### config.mk
export PLATFORM = sky130hd
export DESIGN_NAME = ifetch_queue
export DESIGN_NICKNAME = d
export VERILOG_FILES = /design/src/rtl/ifq_pkg.sv /design/src/rtl/ifq_fifo.sv /design/src/rtl/ifetch_queue.sv
export SDC_FILE = /design/constraint.sdc
export NUM_CORES = 1
export LEC_CHECK = 0
export BUFFER_PORTS_ARGS = -buffer_cell sky130_fd_sc_hd__buf_2
export CAP_MARGIN = 25
export CORE_ASPECT_RATIO = 0.6
export CORE_MARGIN = 5
export CORE_UTILIZATION = 45
export DETAILED_ROUTE_END_ITERATION = 10
export PLACE_DENSITY_LB_ADDON = 0.08
export SLEW_MARGIN = 25
export SYNTH_ARGS = -nofsm -noshare
export SYNTH_HDL_FRONTEND = slang
export SYNTH_SLANG_ARGS = --single-unit
### constraint.sdc
create_clock -name clk -period 4.3 [get_ports clk]
set_input_delay 0.215 -clock clk [delete_from_list [all_inputs] [get_ports clk]]
set_output_delay 0.215 -clock clk [all_outputs]
set_load 0.1 [all_outputs]
### src/rtl/ifq_pkg.sv
// ifq_pkg: shared types for the instruction fetch queue.
// Provides the drain-state enum, queue entry struct and word-alignment helper.
package ifq_pkg;

  localparam int INSTR_BYTES = 4;

  typedef enum logic [0:0] {
    IFQ_RUN   = 1'b0,
    IFQ_DRAIN = 1'b1
  } ifq_state_e;

  typedef struct packed {
    logic [31:0] pc;
    logic [31:0] data;
  } ifq_entry_t;

  function automatic logic [31:0] word_align(input logic [31:0] a);
    return a & ~32'h3;
  endfunction

endpackage

### src/rtl/ifq_fifo.sv
// ifq_fifo: DEPTH-entry circular buffer of fetched {pc, data} entries.
// Ports: clk, reset (sync, active-high), flush_i, push_i/wdata_i,
//        pop_i, rdata_o (head entry), count_o (occupancy).
module ifq_fifo
  import ifq_pkg::*;
#(
  parameter int DEPTH = 4
) (
  input  logic                     clk,
  input  logic                     reset,
  input  logic                     flush_i,
  input  logic                     push_i,
  input  ifq_entry_t               wdata_i,
  input  logic                     pop_i,
  output ifq_entry_t               rdata_o,
  output logic [$clog2(DEPTH):0]   count_o
);

  localparam int AW = $clog2(DEPTH);
  localparam int CW = AW + 1;
  localparam logic [CW-1:0] FULL = CW'(DEPTH);

  ifq_entry_t    mem_q [DEPTH];
  logic [AW-1:0] rd_q, rd_d;
  logic [AW-1:0] wr_q, wr_d;
  logic [CW-1:0] cnt_q, cnt_d;
  logic          do_pop;

  // Popping an empty buffer is a no-op.
  assign do_pop = pop_i && (cnt_q != '0);

  always_comb begin
    rd_d  = rd_q;
    wr_d  = wr_q;
    cnt_d = cnt_q;
    if (flush_i) begin
      rd_d  = '0;
      wr_d  = '0;
      cnt_d = '0;
    end else begin
      if (push_i) wr_d = wr_q + AW'(1);
      if (do_pop) rd_d = rd_q + AW'(1);
      cnt_d = cnt_q + CW'(push_i) - CW'(do_pop);
    end
  end

  always_ff @(posedge clk) begin
    if (reset) begin
      rd_q  <= '0;
      wr_q  <= '0;
      cnt_q <= '0;
    end else begin
      rd_q  <= rd_d;
      wr_q  <= wr_d;
      cnt_q <= cnt_d;
    end
  end

  // Storage needs no reset; the count qualifies every read.
  always_ff @(posedge clk) begin
    if (push_i && !flush_i) mem_q[wr_q] <= wdata_i;
  end

  // Upstream credit accounting must never let a push hit a full buffer.
  always_ff @(posedge clk) begin
    if (!reset && !flush_i && push_i && !do_pop) begin
      a_no_overflow: assert (cnt_q != FULL);
    end
  end

  assign rdata_o = mem_q[rd_q];
  assign count_o = cnt_q;

endmodule

### src/rtl/ifetch_queue.sv
// ifetch_queue: fetch stage with credit-limited prefetch queue and redirect.
// Ports: clk, reset (sync, active-high); mem_req_* request channel;
//        mem_rsp_* in-order responses; instr_* decode handshake;
//        redirect_valid/redirect_pc flush and restart.
// Build option: define IFQ_BYPASS_EN for a same-cycle response-to-instr path
// when the queue is empty.
module ifetch_queue
  import ifq_pkg::*;
#(
  parameter int          DEPTH    = 4,
  parameter logic [31:0] RESET_PC = 32'h0000_0000
) (
  input  logic        clk,
  input  logic        reset,
  output logic        mem_req_valid,
  input  logic        mem_req_ready,
  output logic [31:0] mem_req_addr,
  input  logic        mem_rsp_valid,
  input  logic [31:0] mem_rsp_data,
  output logic        instr_valid,
  input  logic        instr_ready,
  output logic [31:0] instr_data,
  output logic [31:0] instr_pc,
  input  logic        redirect_valid,
  input  logic [31:0] redirect_pc
);

  localparam int CW = $clog2(DEPTH) + 1;
  localparam logic [CW:0] LIMIT = (CW+1)'(DEPTH);

  logic [31:0]   fetch_pc_q, fetch_pc_d;
  logic [31:0]   rsp_pc_q, rsp_pc_d;
  logic [CW-1:0] outst_q, outst_d;
  logic [CW-1:0] drop_q, drop_d;
  ifq_state_e    state_q, state_d;

  logic [CW-1:0] count;
  logic [CW:0]   inflight;
  logic          q_empty;
  logic          req_hs;
  logic          accept;
  logic          byp;
  logic          push;
  logic          pop;
  ifq_entry_t    head;
  ifq_entry_t    wentry;

  assign q_empty  = (count == '0);
  assign inflight = {1'b0, count} + {1'b0, outst_q};

  // Queued plus in-flight words never exceed DEPTH, so a response
  // always finds a free slot.
  assign mem_req_valid = !reset && !redirect_valid && (inflight < LIMIT);
  assign mem_req_addr  = fetch_pc_q;
  assign req_hs        = mem_req_valid && mem_req_ready;

  // A response landing in a redirect cycle is stale and is discarded.
  assign accept = mem_rsp_valid && (state_q == IFQ_RUN) && !redirect_valid;

`ifdef IFQ_BYPASS_EN
  assign byp = accept && q_empty;
`else
  assign byp = 1'b0;
`endif

  assign push   = accept && !(byp && instr_ready);
  assign pop    = instr_ready && !q_empty && !redirect_valid;
  assign wentry = {rsp_pc_q, mem_rsp_data};

  ifq_fifo #(
    .DEPTH (DEPTH)
  ) u_fifo (
    .clk     (clk),
    .reset   (reset),
    .flush_i (redirect_valid),
    .push_i  (push),
    .wdata_i (wentry),
    .pop_i   (pop),
    .rdata_o (head),
    .count_o (count)
  );

  always_comb begin
    fetch_pc_d = fetch_pc_q;
    rsp_pc_d   = rsp_pc_q;
    drop_d     = drop_q;
    outst_d    = outst_q + CW'(req_hs) - CW'(mem_rsp_valid);
    if (redirect_valid) begin
      fetch_pc_d = word_align(redirect_pc);
      rsp_pc_d   = word_align(redirect_pc);
      // Every word still in flight belongs to the old stream.
      drop_d     = outst_q - CW'(mem_rsp_valid);
    end else begin
      if (req_hs) fetch_pc_d = fetch_pc_q + INSTR_BYTES;
      if (accept) rsp_pc_d = rsp_pc_q + INSTR_BYTES;
      if (mem_rsp_valid && state_q == IFQ_DRAIN) drop_d = drop_q - CW'(1);
    end
    state_d = (drop_d != '0) ? IFQ_DRAIN : IFQ_RUN;
  end

  always_ff @(posedge clk) begin
    if (reset) begin
      fetch_pc_q <= word_align(RESET_PC);
      rsp_pc_q   <= word_align(RESET_PC);
      outst_q    <= '0;
      drop_q     <= '0;
      state_q    <= IFQ_RUN;
    end else begin
      fetch_pc_q <= fetch_pc_d;
      rsp_pc_q   <= rsp_pc_d;
      outst_q    <= outst_d;
      drop_q     <= drop_d;
      state_q    <= state_d;
    end
  end

  // Outputs read as zero whenever nothing valid is presented.
  always_comb begin
    instr_valid = 1'b0;
    instr_data  = '0;
    instr_pc    = '0;
    if (byp) begin
      instr_valid = 1'b1;
      instr_data  = mem_rsp_data;
      instr_pc    = rsp_pc_q;
    end else if (!q_empty) begin
      instr_valid = 1'b1;
      instr_data  = head.data;
      instr_pc    = head.pc;
    end
  end

endmodule

==> results.sh, run 1 <==
export IMPL_ys_ff_latch=324
export IMPL_p_total_mw=6.963
export IMPL_ctsLongestPathBuffers=3
export IMPL_worst_ep_required_time_ps=4730
export IMPL_first_pass_iters=5
export IMPL_hpwlAfterDp_um=18580
export IMPL_path_buf_inv=2
export IMPL_slowest_stage="a311o_1"
export IMPL_clkSinkCount=324
export IMPL_nNetsFinal=1161
export IMPL_cpMostUsedCell="ha_1"
export IMPL_fp_dieArea_um2=33500
export IMPL_h_tree_depth=1
export IMPL_synth_area_leaders="edfxtp_1 55%, dfxtp_1 11%, mux4_2 10%"
export IMPL_crit_fanout=10
export IMPL_ys_seq_area_share_pct=66.82
export IMPL_ys_top_cells_by_count="248 x edfxtp_1, 76 x dfxtp_1, 65 x nor2b_1"
export IMPL_cts_hold_buffers=39
export IMPL_criticalPathCategory="register to register"
export IMPL_worstSetupStartpointType="register"
export IMPL_slew_violations=0
export IMPL_slew_headroom_pct=34.21
export IMPL_synth_top_area_cell="edfxtp_1"
export IMPL_status="finished clean"
export IMPL_yosysWarnings=0
export IMPL_vias=7772
export IMPL_fin_tns_setup_ps=0
export IMPL_initial_core_util_pct=45.24
export IMPL_clkTransAtPathRegs_ps=70
export IMPL_vdd_drop_max_mv=0.2592
export IMPL_synth_avg_cell_area_um2=15.46
export IMPL_syn2layout_area_growth_pct=19.88
export IMPL_fp_dieW_um=233.0
export IMPL_cts_root_buf="clkbuf_16"
export IMPL_whs_ps=7.570
export IMPL_hold_path_class="input port to register"
export IMPL_portBuffers=161
export IMPL_ys_async_sr_fraction_pct=0
export IMPL_tightest_slew_ps=977.8
export IMPL_synth_distinct_cells=55
export IMPL_insertion_delay_ps=550
export IMPL_drv_cap=0
export IMPL_dpl_instance_area_um2=14750
export IMPL_wl_um=29830
export IMPL_grt_start_max_net_pins=66
export IMPL_yosysTopAreaCellShare_pct=55.48
export IMPL_routabilityCongestion=0.7758
export IMPL_powerDensity_nw_per_um2=432.7
export IMPL_cts_tree="built"
export IMPL_cts_buffers=30
export IMPL_ant_nets=0
export IMPL_postCtsResizedCells=0
export IMPL_io_pins=168
export IMPL_cts_setup_buffers=0
export IMPL_rows=49
export IMPL_p_leak_nw=5.697
export IMPL_fin_area_um2=16090
export IMPL_drc=0
export IMPL_fmax_mhz=322.9
export IMPL_die_h_um=143.8
export IMPL_fin_util_pct=54.23
export IMPL_diodes=0
export IMPL_crit_path_max_incr_delay_ps=420
export IMPL_grt_pass1_wl_um=46460
export IMPL_coreArea_um2=29670
export IMPL_critical_path_endpoint_type="register"
export IMPL_overflow=0
export IMPL_hold_viol=0
export IMPL_drt_iter0_drc=575
export IMPL_grt_pass1_vias=7970
export IMPL_yosys_cell_count_top_type="edfxtp_1"
export IMPL_cp_cell_sequence="ha_1 -> a311o_1 -> nor2_2 -> inv_2 -> ha_1 -> inv_1 -> ha_1 -> fa_1 -> xnor2_1 -> xnor2_1 -> nor2_1"
export IMPL_synth_edff_count=248
export IMPL_yosys_most_used_dff="edfxtp_1"
export IMPL_period_minus_slack_ps=3097
export IMPL_synth_cells=868
export IMPL_viasPerCell=5.161
export IMPL_final_setup_viol_count=0
export IMPL_clock_skew_final_ps=13.67
export IMPL_worstPathArrival_ps=3520
export IMPL_grt_usage_pct=17.84
export IMPL_critPathTopFamily="adder cells"
export IMPL_finalCritPeriodShare_pct=72.02
export IMPL_post_synth_instance_area_um2=13420
export IMPL_rsz0062_at_grt="false"
export IMPL_drive_gt1_share_pct=27.78
export IMPL_wire_per_inst_um=19.80
export IMPL_antenna_found_initial=0
-- kinds of logic (layout without fill, tap and decap cells) --
kind of cell	Yosys count	after routing	share of synthesized area (%)
multiplexers	63	63	10.48
AND/OR/NAND/NOR	220	220	9.601
XOR/XNOR	60	60	3.915
other	1	4	0.02794
buffers and inverters	84	311	2.573
flip-flops	324	324	66.82
adder cells (fa/ha/maj)	17	17	1.697
AO/OA/AOI/OAI	99	99	4.894
-- tightest hold or removal path: stages --
cell      delay (ps)
buf_2             80
o21bai_1         100
a21oi_1          120
-- path summary, 6_finish.rpt --
| kind | depth (start not counted) | slack (ps) | startpoint | endpoint |
|---|---|---|---|---|
| max | 11 | 1200 | u_fifo.count_o[1] | outst_q[2] |
| min | 3 | 8 | redirect_pc[28] | rsp_pc_q[28] |
| max reg2reg | 11 | 1200 | u_fifo.count_o[1] | outst_q[2] |
| min reg2reg | 0 | 530 | rsp_pc_q[31] | u_fifo.mem_q[1][63] |
-- cell type report --
type / instances / area (um^2)
flip-flops and latches: 324 / 8974
repair buffers: 213 / 1369
clock inverters: 20 / 150.1
inverters: 42 / 157.7
fillers: 2508 / 13580
multi-input cells: 463 / 4136
clock buffers: 36 / 794.5
well taps: 408 / 510.5
-- routing by layer --
layer  track usage (%)  part of all wire [%]
met3             2.686                   3.9
met5                 0                     0
met1             26.78                    48
met4             2.888                   1.5
met2             28.48                    46
-- cell usage in the layout, fill, tap and decap left out, drive strengths merged, types with 32 or more instances in the layout --
cell type / instances
edfxtp: 248
buf: 174
dfxtp: 76
nor2b: 65
mux4: 62
inv: 42
dlygate4sd3: 39
xor2: 36
clkbuf: 36
a21boi: 33
nor2: 33
a21oi: 32
-- sequential cells by signal, indices dropped and copies added (netlist names), named ones only --
register,flops
u_fifo.mem_q,248
state_q,1
mem_req_addr,30
drop_q,3
u_fifo.count_o,3
rsp_pc_q,30
outst_q,3
u_fifo.rd_q,2
u_fifo.wr_q,2
-- where the power goes --
group / total, mW / switching, mW / leakage, nW / internal (mW)
clock: 2.56 / 1.13 / 0.466 / 1.44
sequential: 3.57 / 0.0957 / 2.89 / 3.47
combinational: 0.829 / 0.600 / 2.34 / 0.228
-- metrics by stage --
stage | worst slack, ps | std cells
2_1_floorplan | 945.2 | 871
3_3_place_gp | 1224 | 1411
3_5_place_dp | 1206 | 1411
4_1_cts | 1196 | 1506
5_1_grt | 979.4 | 1506
6_report | 1203 | 1506
(Power assumes the default switching activity.)
==> run 2, diff against run 1 <==
==> constraint.sdc (replaced) <==
create_clock -name clk -period 3 [get_ports clk]
set_input_delay 0.15 -clock clk [delete_from_list [all_inputs] [get_ports clk]]
set_output_delay 0.15 -clock clk [all_outputs]
set_load 0.1 [all_outputs]
==> run 2 against run 1 <==
Compared with the run above: core utilization increased by 1.1 points; clock skew is 5.4 ps higher; fmax rose by 12%; sequential share of layout area decreased by 1.1 points; clock-buffer cell count fell by 1; via count grew 1.4%; cell area rose by 2.0%; worst setup slack lost 970 ps; wire length rose by 0.91%; cell count up 1.9%; critical endpoint unchanged; largest cell class unchanged; highest routed layer unchanged.
==> results.sh, run 2 (synthesis gave the netlist of run 1 again) <==
export IMPL_fin_tns_setup_ps=0
export IMPL_portBuffers=161
export IMPL_clock_skew_final_ps=19.03
export IMPL_startpoint="u_fifo.count_o[1]"
export IMPL_whs_ps=40.10
export IMPL_finalCritPeriodShare_pct=92.15
export IMPL_ff2ff_path_depth=11
export IMPL_die_h_um=143.8
export IMPL_criticalPathCategory="register to register"
export IMPL_drt_iter0_drc=480
export IMPL_worstPathArrival_ps=3200
export IMPL_hpwlAfterDp_um=18940
export IMPL_fp_dieArea_um2=33500
export IMPL_grt_pass1_vias=8011
export IMPL_rsz0062_at_grt="false"
export IMPL_fin_ws_ps=235.4
export IMPL_cts_buffers=30
export IMPL_hold_viol=0
export IMPL_cts_tree="built"
export IMPL_p_total_mw=10.17
export IMPL_tightest_slew_ps=862.1
export IMPL_period_minus_slack_ps=2765
export IMPL_drc=0
export IMPL_rows=49
export IMPL_initial_core_util_pct=45.24
export IMPL_wl_um=30100
export IMPL_first_pass_iters=4
export IMPL_drive_gt1_share_pct=28.24
export IMPL_place_ws_ps=230.9
export IMPL_slew_headroom_pct=42.08
export IMPL_cts_setup_buffers=0
export IMPL_status="finished clean"
export IMPL_r2r_slack_ps=240
export IMPL_clkTransAtPathRegs_ps=70
export IMPL_vdd_drop_max_mv=0.4108
export IMPL_h_tree_depth=1
export IMPL_cts_root_buf="clkbuf_16"
export IMPL_insertion_delay_ps=560
export IMPL_vias=7881
export IMPL_worstSetupStartpointType="register"
export IMPL_crit_fanout=10
export IMPL_worst_ep_required_time_ps=3430
export IMPL_ant_nets=0
export IMPL_grt_usage_pct=17.98
export IMPL_r2r_start="u_fifo.count_o[1]"
export IMPL_largest_register="u_fifo.mem_q"
export IMPL_diodes=0
export IMPL_wire_per_inst_um=19.62
export IMPL_overflow=0
export IMPL_cp_cell_sequence="ha_1 -> or4b_4 -> nor2_2 -> inv_2 -> ha_1 -> inv_1 -> ha_1 -> fa_1 -> xnor2_1 -> xnor2_1 -> nor2_1"
export IMPL_viasPerCell=5.138
export IMPL_slowest_stage="or4b_4"
export IMPL_p_leak_nw=5.858
export IMPL_fp_dieW_um=233.0
export IMPL_routabilityCongestion=0.7892
export IMPL_grt_start_max_net_pins=66
export IMPL_drv_cap=0
export IMPL_cp_endpoint="outst_q[2]"
export IMPL_largest_reg_flops=248
export IMPL_ctsLongestPathBuffers=3
export IMPL_antenna_found_initial=0
export IMPL_final_cell_mix="248 x edfxtp_1, 161 x buf_2, 74 x dfxtp_1, 65 x nor2b_1, 62 x mux4_2"
export IMPL_postCtsResizedCells=0
export IMPL_crit_path_max_incr_delay_ps=540
export IMPL_io_pins=168
export IMPL_grt_pass1_wl_um=46830
export IMPL_fmax_mhz=361.7
export IMPL_slew_violations=0
export IMPL_hold_path_class="input port to register"
export IMPL_clkSinkCount=324
export IMPL_nNetsFinal=1191
export IMPL_cpMostUsedCell="ha_1"
export IMPL_critical_path_endpoint_type="register"
export IMPL_final_setup_viol_count=0
export IMPL_cts_hold_buffers=60
export IMPL_powerDensity_nw_per_um2=619.7
export IMPL_coreArea_um2=29670
export IMPL_syn2layout_area_growth_pct=22.30
export IMPL_final_common_cell="edfxtp_1"
export IMPL_r2r_end="outst_q[2]"
run 2: how the worst min path moves through the flow:
stage                               end  depth (start not counted)             start  slack [ps]
floorplan            u_fifo.mem_q[0][0]                          0   mem_rsp_data[0]         250
finish                 mem_req_addr[31]                          4   redirect_pc[31]          40
global placement    u_fifo.mem_q[1][23]                          1  mem_rsp_data[23]         370
detailed placement  u_fifo.mem_q[1][23]                          1  mem_rsp_data[23]         370
global route               rsp_pc_q[30]                          4   redirect_pc[30]          30
CTS                    mem_req_addr[31]                          4   redirect_pc[31]          10
run 2: report_power, final:
group	leakage (nW)	switching [mW]	internal, mW
clock network	0.487	1.66	2.16
registers	2.89	0.141	4.98
logic	2.48	0.883	0.356
run 2: final cells by class:
| class | instances | area (um^2) |
|---|---|---|
| repair buffers | 243 | 1647 |
| inverters | 42 | 157.7 |
| multi-input cells | 463 | 4135 |
| clock buffers | 35 | 832.0 |
| fillers | 2501 | 13260 |
| well taps | 408 | 510.5 |
| flip-flops and latches | 324 | 8974 |
| clock inverters | 19 | 160.2 |
run 2: through the flow:
step | utilization, % | cells | area [um^2]
floorplan | - | 871 | 13440
global placement | 49.95 | 1420 | 14820
detailed placement | 49.95 | 1420 | 14820
CTS | 55.32 | 1534 | 16420
global route | 55.32 | 1534 | 16420
finish | 55.32 | 1534 | 16420
run 2: routing by layer:
metal	GRT usage (%)	wire length, um
met5	0	0
met1	26.98	14260
met4	3.012	451
met3	3.179	1424
met2	28.33	13970
run 2: critical path, delay by kind of cell, from the launching register on:
kind          cells  cell delay, ps
fa+ha+maj         4            1100
simple gates      3             720
flops             1             360
xor+xnor          2             320
buf+inv           2             150
